[config.mk]
export PLATFORM = sky130hd
export DESIGN_NAME = coffee_machine_ctrl
export DESIGN_NICKNAME = d
export VERILOG_FILES = /design/src/rtl/coffee_pkg.sv /design/src/rtl/button_debounce.sv /design/src/rtl/coffee_machine_ctrl.sv
export SDC_FILE = /design/constraint.sdc
export NUM_CORES = 1
export LEC_CHECK = 0
export CAP_MARGIN = 20
export CORE_UTILIZATION = 37
export CTS_CLUSTER_SIZE = 40
export DETAILED_ROUTE_END_ITERATION = 8
export PLACE_DENSITY = 0.49
export SKIP_LAST_GASP = 1
export SLEW_MARGIN = 20
export SYNTH_ARGS = -nofsm -noshare
export SYNTH_HDL_FRONTEND = slang
export SYNTH_SLANG_ARGS = --single-unit
[constraint.sdc]
create_clock -name clk -period 3.63 [get_ports clk]
set_clock_uncertainty 0.1 [all_clocks]
set_input_delay 1.089 -clock clk [delete_from_list [all_inputs] [get_ports clk]]
set_output_delay 1.089 -clock clk [all_outputs]
set_load 0.01 [all_outputs]
[src/rtl/coffee_pkg.sv]
// Shared types and constants for the coffee machine controller and its display block.
package coffee_pkg;

  // Machine state codes; the display block decodes exactly these values.
  typedef enum logic [2:0] {
    WAITING        = 3'd0,
    SELECTION      = 3'd1,
    PAYMENT        = 3'd2,
    IMPLEMENTATION = 3'd3,
    UNSUCCESSFUL   = 3'd4
  } state_t;

  // The single button command acted on in a given cycle after priority resolution.
  typedef enum logic [2:0] {
    CMD_NONE      = 3'd0,
    CMD_WAITING   = 3'd1,
    CMD_SELECTION = 3'd2,
    CMD_LEFT      = 3'd3,
    CMD_RIGHT     = 3'd4
  } cmd_t;

  // Drink prices indexed by selection_drink.
  localparam logic [7:0] PRICE [4] = '{8'd15, 8'd20, 8'd25, 8'd30};

  localparam logic [7:0] MONEY_MAX   = 8'd99;
  localparam logic [7:0] PROCENT_MAX = 8'd100;

  // Resolves simultaneous press events: Waiting > Selection > Left > Right.
  function automatic cmd_t pick_command(input logic w, input logic s,
                                        input logic l, input logic r);
    cmd_t c;
    if (w)      c = CMD_WAITING;
    else if (s) c = CMD_SELECTION;
    else if (l) c = CMD_LEFT;
    else if (r) c = CMD_RIGHT;
    else        c = CMD_NONE;
    return c;
  endfunction

  // Adds one coin to the credit, saturating at the two-digit display limit.
  function automatic logic [7:0] add_coin(input logic [7:0] m, input logic [7:0] coin);
    logic [8:0] sum;
    sum = {1'b0, m} + {1'b0, coin};
    if (sum > {1'b0, MONEY_MAX}) return MONEY_MAX;
    return sum[7:0];
  endfunction

endpackage

[src/rtl/button_debounce.sv]
// Synchronizes and debounces one raw active-low button and emits a one-cycle press pulse.
module button_debounce #(
  parameter int DEBOUNCE_CYCLES = 1_000_000
) (
  input  logic clk,
  input  logic rst_n,
  input  logic btn_n_raw,
  output logic press_pulse
);

  localparam int            CW       = $clog2(DEBOUNCE_CYCLES + 1);
  localparam logic [CW-1:0] CNT_LAST = CW'(DEBOUNCE_CYCLES - 1);

  logic          sync_q1;
  logic          sync_q2;
  logic          stable_q;
  logic          stable_d1;
  logic [CW-1:0] cnt_q;

  // Two-flop synchronizer; idle level is high (released).
  always_ff @(posedge clk) begin
    if (!rst_n) begin
      sync_q1 <= 1'b1;
      sync_q2 <= 1'b1;
    end else begin
      sync_q1 <= btn_n_raw;
      sync_q2 <= sync_q1;
    end
  end

  // Accept a new level only after it has differed from the stable level for the full window.
  always_ff @(posedge clk) begin
    if (!rst_n) begin
      stable_q <= 1'b1;
      cnt_q    <= '0;
    end else if (sync_q2 == stable_q) begin
      cnt_q <= '0;
    end else if (cnt_q == CNT_LAST) begin
      stable_q <= sync_q2;
      cnt_q    <= '0;
    end else begin
      cnt_q <= cnt_q + 1'b1;
    end
  end

  // Registered falling-edge detect on the debounced level gives the press pulse.
  always_ff @(posedge clk) begin
    if (!rst_n) begin
      stable_d1   <= 1'b1;
      press_pulse <= 1'b0;
    end else begin
      stable_d1   <= stable_q;
      press_pulse <= stable_d1 & ~stable_q;
    end
  end

endmodule

[src/rtl/coffee_machine_ctrl.sv]
// Coffee machine sequencing controller: button conditioning plus the machine FSM.
module coffee_machine_ctrl
  import coffee_pkg::*;
#(
  parameter int DEBOUNCE_CYCLES     = 1_000_000,
  parameter int STEP_CYCLES         = 5_000_000,
  parameter int IDLE_TIMEOUT_CYCLES = 500_000_000,
  parameter int HOLD_CYCLES         = 100_000_000,
  parameter int COIN_VALUE          = 5
) (
  input  logic       clk,
  input  logic       rst_n,
  input  logic       buttonWaiting,
  input  logic       buttonLeft,
  input  logic       buttonRight,
  input  logic       buttonSelection,
  output logic [2:0] state,
  output logic [1:0] selection_drink,
  output logic [7:0] money,
  output logic [7:0] procent,
  output logic       brew_on,
  output logic       refund_valid,
  output logic [7:0] refund_amount
);

  localparam int MAX_A   = (STEP_CYCLES > IDLE_TIMEOUT_CYCLES) ? STEP_CYCLES : IDLE_TIMEOUT_CYCLES;
  localparam int MAX_CYC = (MAX_A > HOLD_CYCLES) ? MAX_A : HOLD_CYCLES;
  localparam int CW      = $clog2(MAX_CYC + 1);

  localparam logic [CW-1:0] STEP_LAST = CW'(STEP_CYCLES - 1);
  localparam logic [CW-1:0] IDLE_LAST = CW'(IDLE_TIMEOUT_CYCLES - 1);
  localparam logic [CW-1:0] HOLD_LAST = CW'(HOLD_CYCLES - 1);
  localparam logic [7:0]    COIN      = 8'(COIN_VALUE);

  logic          press_w;
  logic          press_s;
  logic          press_l;
  logic          press_r;
  cmd_t          cmd;
  state_t        state_q;
  logic [CW-1:0] idle_cnt;
  logic [CW-1:0] step_cnt;
  logic [CW-1:0] hold_cnt;
  logic [7:0]    price_now;
  logic          idle_expired;
  logic          pay_abort;

  button_debounce #(.DEBOUNCE_CYCLES(DEBOUNCE_CYCLES)) u_db_waiting (
    .clk(clk), .rst_n(rst_n), .btn_n_raw(buttonWaiting), .press_pulse(press_w)
  );

  button_debounce #(.DEBOUNCE_CYCLES(DEBOUNCE_CYCLES)) u_db_selection (
    .clk(clk), .rst_n(rst_n), .btn_n_raw(buttonSelection), .press_pulse(press_s)
  );

  button_debounce #(.DEBOUNCE_CYCLES(DEBOUNCE_CYCLES)) u_db_left (
    .clk(clk), .rst_n(rst_n), .btn_n_raw(buttonLeft), .press_pulse(press_l)
  );

  button_debounce #(.DEBOUNCE_CYCLES(DEBOUNCE_CYCLES)) u_db_right (
    .clk(clk), .rst_n(rst_n), .btn_n_raw(buttonRight), .press_pulse(press_r)
  );

  // Priority-resolved command, current price and the Payment give-up condition.
  always_comb begin
    cmd          = pick_command(press_w, press_s, press_l, press_r);
    price_now    = PRICE[selection_drink];
    idle_expired = (idle_cnt == IDLE_LAST);
    pay_abort    = ((cmd == CMD_SELECTION) && (money < price_now)) ||
                   (cmd == CMD_LEFT) || (cmd == CMD_WAITING) ||
                   ((cmd == CMD_NONE) && idle_expired);
  end

  assign state = state_q;

  // Machine FSM with all outputs and counters registered in one place.
  always_ff @(posedge clk) begin
    if (!rst_n) begin
      state_q         <= WAITING;
      selection_drink <= 2'd0;
      money           <= 8'd0;
      procent         <= 8'd0;
      brew_on         <= 1'b0;
      refund_valid    <= 1'b0;
      refund_amount   <= 8'd0;
      idle_cnt        <= '0;
      step_cnt        <= '0;
      hold_cnt        <= '0;
    end else begin
      refund_valid <= 1'b0;
      case (state_q)
        WAITING: begin
          idle_cnt <= '0;
          step_cnt <= '0;
          hold_cnt <= '0;
          brew_on  <= 1'b0;
          procent  <= 8'd0;
          if (cmd == CMD_WAITING) begin
            state_q         <= SELECTION;
            selection_drink <= 2'd0;
            money           <= 8'd0;
          end
        end

        SELECTION: begin
          case (cmd)
            CMD_WAITING: begin
              state_q  <= WAITING;
              idle_cnt <= '0;
            end
            CMD_SELECTION: begin
              state_q  <= PAYMENT;
              money    <= 8'd0;
              idle_cnt <= '0;
            end
            CMD_LEFT: begin
              selection_drink <= selection_drink - 2'd1;
              idle_cnt        <= '0;
            end
            CMD_RIGHT: begin
              selection_drink <= selection_drink + 2'd1;
              idle_cnt        <= '0;
            end
            default: begin
              if (idle_expired) begin
                state_q  <= WAITING;
                idle_cnt <= '0;
              end else begin
                idle_cnt <= idle_cnt + 1'b1;
              end
            end
          endcase
        end

        PAYMENT: begin
          if (pay_abort) begin
            state_q  <= UNSUCCESSFUL;
            hold_cnt <= '0;
            idle_cnt <= '0;
            money    <= 8'd0;
            if (money != 8'd0) begin
              refund_valid  <= 1'b1;
              refund_amount <= money;
            end
          end else if (cmd == CMD_SELECTION) begin
            state_q  <= IMPLEMENTATION;
            procent  <= 8'd0;
            step_cnt <= '0;
            hold_cnt <= '0;
            idle_cnt <= '0;
            brew_on  <= 1'b1;
            if (money > price_now) begin
              refund_valid  <= 1'b1;
              refund_amount <= money - price_now;
            end
          end else if (cmd == CMD_RIGHT) begin
            money    <= add_coin(money, COIN);
            idle_cnt <= '0;
          end else begin
            idle_cnt <= idle_cnt + 1'b1;
          end
        end

        IMPLEMENTATION: begin
          idle_cnt <= '0;
          if (procent < PROCENT_MAX) begin
            if (step_cnt == STEP_LAST) begin
              step_cnt <= '0;
              procent  <= procent + 8'd1;
              hold_cnt <= '0;
              if (procent == PROCENT_MAX - 8'd1) begin
                brew_on <= 1'b0;
              end
            end else begin
              step_cnt <= step_cnt + 1'b1;
            end
          end else if (hold_cnt == HOLD_LAST) begin
            state_q  <= WAITING;
            procent  <= 8'd0;
            money    <= 8'd0;
            hold_cnt <= '0;
            brew_on  <= 1'b0;
          end else begin
            hold_cnt <= hold_cnt + 1'b1;
          end
        end

        UNSUCCESSFUL: begin
          idle_cnt <= '0;
          brew_on  <= 1'b0;
          if (hold_cnt == HOLD_LAST) begin
            state_q  <= WAITING;
            hold_cnt <= '0;
          end else begin
            hold_cnt <= hold_cnt + 1'b1;
          end
        end

        default: begin
          state_q  <= WAITING;
          brew_on  <= 1'b0;
          idle_cnt <= '0;
          step_cnt <= '0;
          hold_cnt <= '0;
        end
      endcase
    end
  end

endmodule

==> run summary <==
OUTCOME
-----------------------------------------------------------------------------------------------------------------
Outcome ............................................................................................ finished, final reports clean

SYNTHESIS
-----------------------------------------------------------------------------------------------------------------
Xor and xnor area share after synthesis ............................................................        9.64%
Arithmetic-cell share of the synthesized area counting full adders, half adders and majority gates .        2.44%
Combinational family with the most area after synthesis ............................................ simple AND/OR/NAND/NOR gates
Synth Area in Simple Gates .........................................................................        31.2%
Synth area leader .................................................................................. sky130_fd_sc_hd__dfxtp_1
Top_reg_cell synth ................................................................................. sky130_fd_sc_hd__dfxtp_1
Share of the yosys chip area belonging to registers ................................................        41.4%
Mux cell area share after synthesis ................................................................        1.25%
Cell types with the largest area share after synthesis ............................................. sky130_fd_sc_hd__dfxtp_1, sky130_fd_sc_hd__nor2_1, sky130_fd_sc_hd__xnor2_1, sky130_fd_sc_hd__xor2_1, sky130_fd_sc_hd__nand3_1
Netlist Area Pre-Place .............................................................................   10500 um^2
Net Count, Synth ...................................................................................         1305
Synth Area in Compound Gates .......................................................................        11.0%
Post-synth EDFFs ...................................................................................            0
Register bit total from synthesis ..................................................................          218
Number of different library cells in the post-synthesis netlist ....................................           69
Number of cells produced by synthesis ..............................................................         1279
Proportion of register bits with asynchronous set or reset after synthesis .........................           0%
Avg Inst Size Synth ................................................................................    8.24 um^2
Count of synthesis-stage warnings from yosys .......................................................            0
Proportion of netlist area held by the largest area contributor ....................................        41.4%

CLOCK TREE
-----------------------------------------------------------------------------------------------------------------
Clock transition at the registers of the reported paths ............................................      0.06 ns
Root Buffer Master ................................................................................. sky130_fd_sc_hd__clkbuf_16
Inserted Clock Buffers .............................................................................           26
# clock sinks ......................................................................................          218
Maximum clock path buffer count ....................................................................            3
Clock latency at the later pin of the worst-skew pair ..............................................      0.53 ns
CTS HTree Levels ...................................................................................            1
Clock tree from TritonCTS ..........................................................................          yes
# hold bufs at CTS .................................................................................            0

HOLD PATH
-----------------------------------------------------------------------------------------------------------------
Source of the worst hold timing path ............................................................... u_db_waiting.sync_q1$_SDFF_PN1_
Worst Hold Class ................................................................................... flip-flop to flip-flop

STA
-----------------------------------------------------------------------------------------------------------------
Max Transition Viols Final .........................................................................            0
Setup repair after global routing missed its margin ................................................           no
Post-Route Setup TNS ...............................................................................         0 ns
Final period util ..................................................................................        91.9%
Normalized max-slew margin .........................................................................        47.8%
Transition time of the tightest slew-check pin .....................................................     0.775 ns
Top achievable clock speed .........................................................................      300 MHz
Period minus WS final ..............................................................................      3.34 ns
Hold Violations, Final .............................................................................            0
Final setup violating endpoints ....................................................................            0

LAYOUT
-----------------------------------------------------------------------------------------------------------------
Antenna diodes .....................................................................................            0
Final-stage net count ..............................................................................         1342
Synthesis-to-finish area growth ....................................................................        17.3%
Number of fill cells in the layout .................................................................         2809
Share of final-layout standard cells stronger than drive strength 1 ................................        6.44%
Area of the multi-input gates ......................................................................    5870 um^2
Sequential cell area ...............................................................................    4360 um^2
Final Cell Area ....................................................................................   12400 um^2

PLACEMENT
-----------------------------------------------------------------------------------------------------------------
Final RePlAce weighted congestion ..................................................................        0.814
# port buffers .....................................................................................           36
Detailed placement HPWL ............................................................................     16900 um
Post-place instance area ...........................................................................   11400 um^2

GLOBAL ROUTING
-----------------------------------------------------------------------------------------------------------------
Antenna violations before repair ...................................................................            0
Global route total overflow ........................................................................            0
Wire length of the first global-routing pass .......................................................     42100 um
GRT Total Usage ....................................................................................        17.5%
Maximum number of pins on one net before global-route repair .......................................           47
Vias in the first global route .....................................................................         8367

DRT
-----------------------------------------------------------------------------------------------------------------
DR WL met3 .........................................................................................       819 um
ANT nets after route ...............................................................................            0
DR top layer .......................................................................................         met4
1st-iter DRT viols .................................................................................          403
Via/cell ratio .....................................................................................         5.20
Routed len/inst ....................................................................................      14.6 um
Residual DRC .......................................................................................            0
Via total after detailed routing ...................................................................         8900
Drt pass-1 iters ...................................................................................            5
Metal-1 WL .........................................................................................     12400 um
Detailed-route wire length .........................................................................     25000 um
Met2 Wirelength ....................................................................................     11200 um

CRITICAL PATH
-----------------------------------------------------------------------------------------------------------------
CP Max Fanout ......................................................................................            9
Critical path data required time ...................................................................      3.95 ns
Start of the worst register-to-register path ....................................................... selection_drink[0]$_SDFFE_PN0P_
Launch point of the worst path ..................................................................... selection_drink[0]$_SDFFE_PN0P_
Crit path launch type ..............................................................................    flip-flop
Type of the setup path with the least slack ........................................................ flip-flop to flip-flop
Critical path data arrival time ....................................................................      3.66 ns
Setup crit end kind ................................................................................    flip-flop

FLOORPLAN
-----------------------------------------------------------------------------------------------------------------
Top Ports ..........................................................................................           37
Die Footprint ......................................................................................   29200 um^2
Die extent in x ....................................................................................       171 um
Effective utilization at floorplan .................................................................        37.7%
Core region area ...................................................................................   27900 um^2
Site row count .....................................................................................           61
Overall die height .................................................................................       171 um

POWER
-----------------------------------------------------------------------------------------------------------------
Pwr dens ...........................................................................................  463 nW/um^2
Peak VDD IR ........................................................................................     0.377 mV
Pleak ..............................................................................................      4.09 nW

JOB
-----------------------------------------------------------------------------------------------------------------
Max-cap violation count ............................................................................            0

## cell usage in the layout, fill, tap and decap left out, drive strengths merged, types with 21 or more instances in the layout
cell type,n
a21oi,74
and3,32
buf,25
clkbuf,35
clkdlybuf4s50,35
dfxtp,218
inv,28
nand2,88
nand2b,21
nand3,91
nand4,37
nor2,206
nor3,34
nor4,28
o21ai,51
or3,21
xnor2,62
xor2,54
## final timing paths
kind / cells after the start / endpoint / slack, ns
setup / recovery: 12 / procent[6]$_SDFFE_PN0P_ / 0.29
hold / removal: 1 / u_db_waiting.sync_q2$_SDFF_PN1_ / 0.30
setup reg to reg: 12 / procent[6]$_SDFFE_PN0P_ / 0.29
hold reg to reg: 1 / u_db_waiting.sync_q2$_SDFF_PN1_ / 0.30
## critical path, cell delays in order (launching register included)
cell                       delay [ns]
sky130_fd_sc_hd__dfxtp_1         0.42
sky130_fd_sc_hd__inv_1           0.12
sky130_fd_sc_hd__ha_1            0.35
sky130_fd_sc_hd__fa_1            0.46
sky130_fd_sc_hd__a211oi_1        0.36
sky130_fd_sc_hd__nor2_1          0.16
sky130_fd_sc_hd__o41ai_1         0.38
sky130_fd_sc_hd__buf_4           0.20
sky130_fd_sc_hd__o22ai_1         0.09
sky130_fd_sc_hd__nor2_1          0.12
sky130_fd_sc_hd__buf_4           0.16
sky130_fd_sc_hd__nor3_1          0.06
sky130_fd_sc_hd__o221a_2         0.24
## what timing repair did
action                     in CTS  in global routing
buffers inserted                0                  0
resized for setup               0                  3
setup endpoints to repair       0                 35
## through the flow
stage                     worst slack, ns  power (W)  cells  util, %  hold slack, ns
after floorplan                     0.409    0.00269   1279        -           0.286
after global placement              0.417    0.00282   1666     40.7           0.288
after detailed placement            0.262    0.00282   1666     40.7           0.292
after CTS                           0.237    0.00581   1713     44.2           0.301
after global routing               0.0240    0.00594   1713     44.3           0.309
final                               0.292    0.00572   1713     44.3           0.298
## state kept, by name, indices dropped and copies added (netlist names), 2 cells and up
name / flops
state: 3
idle_cnt: 29
step_cnt: 29
u_db_left.cnt_q: 20
hold_cnt: 29
selection_drink: 2
procent: 8
u_db_waiting.cnt_q: 20
u_db_selection.cnt_q: 20
u_db_right.cnt_q: 20
refund_amount: 8
money: 8
## cells in the mapped netlist, types with 3 or more instances
cell type,n
sky130_fd_sc_hd__dfxtp_1,218
sky130_fd_sc_hd__xor2_1,54
sky130_fd_sc_hd__mux2i_1,12
sky130_fd_sc_hd__nor2b_1,10
sky130_fd_sc_hd__o211ai_1,3
sky130_fd_sc_hd__nand3_1,91
sky130_fd_sc_hd__and4b_1,3
sky130_fd_sc_hd__clkbuf_1,43
sky130_fd_sc_hd__nor2_1,206
sky130_fd_sc_hd__nor4b_1,11
sky130_fd_sc_hd__ha_1,19
sky130_fd_sc_hd__o31ai_1,4
sky130_fd_sc_hd__o21a_1,8
sky130_fd_sc_hd__inv_1,27
sky130_fd_sc_hd__or4_1,7
sky130_fd_sc_hd__nand4b_1,9
sky130_fd_sc_hd__xnor2_1,62
sky130_fd_sc_hd__or3_1,21
sky130_fd_sc_hd__a21o_1,3
sky130_fd_sc_hd__nor3_1,34
sky130_fd_sc_hd__a211oi_1,11
sky130_fd_sc_hd__nand2_1,88
sky130_fd_sc_hd__nor4_1,26
sky130_fd_sc_hd__and4_1,12
sky130_fd_sc_hd__buf_2,4
sky130_fd_sc_hd__nor3b_1,6
sky130_fd_sc_hd__o21ai_0,49
sky130_fd_sc_hd__and2_1,8
sky130_fd_sc_hd__a31oi_1,14
sky130_fd_sc_hd__a311oi_1,3
sky130_fd_sc_hd__nand3b_1,7
sky130_fd_sc_hd__nand4_1,36
sky130_fd_sc_hd__nand2b_1,21
sky130_fd_sc_hd__a21oi_1,74
sky130_fd_sc_hd__and3_1,31
## layout make-up
class / instances / area share (%)
Timing Repair Buffer: 60 / 4.53
Tap cell: 378 / 3.83
Sequential cell: 218 / 35.3
Clock buffer: 35 / 6.19
Multi-Input combinational cell: 983 / 47.5
Clock inverter: 12 / 1.84
Inverter: 27 / 0.820
## kinds of logic (layout without fill, tap and decap cells)
family                   count (synthesis)  after routing
XOR/XNOR                               116            116
AO/OA/AOI/OAI                          194            194
multiplexers                            13             13
adder cells (fa/ha/maj)                 20             20
buffers and inverters                   78            134
flip-flops                             218            218
AND/OR/NAND/NOR                        640            640
## power by group
part           switching (W)  internal (W)  leakage (nW)
logic               0.000228      0.000114          1.85
registers          0.0000184       0.00240          1.76
clock network        0.00105       0.00191         0.484
## metal layers
metal | vias up | global-route usage [%]
met5 | - | 0
met4 | 0 | 4.78
met3 | 38 | 2.38
met2 | 128 | 28.6
met1 | 4117 | 23.8
li1 | 4617 | -
Note: power is estimated with default switching activity, not from simulation.
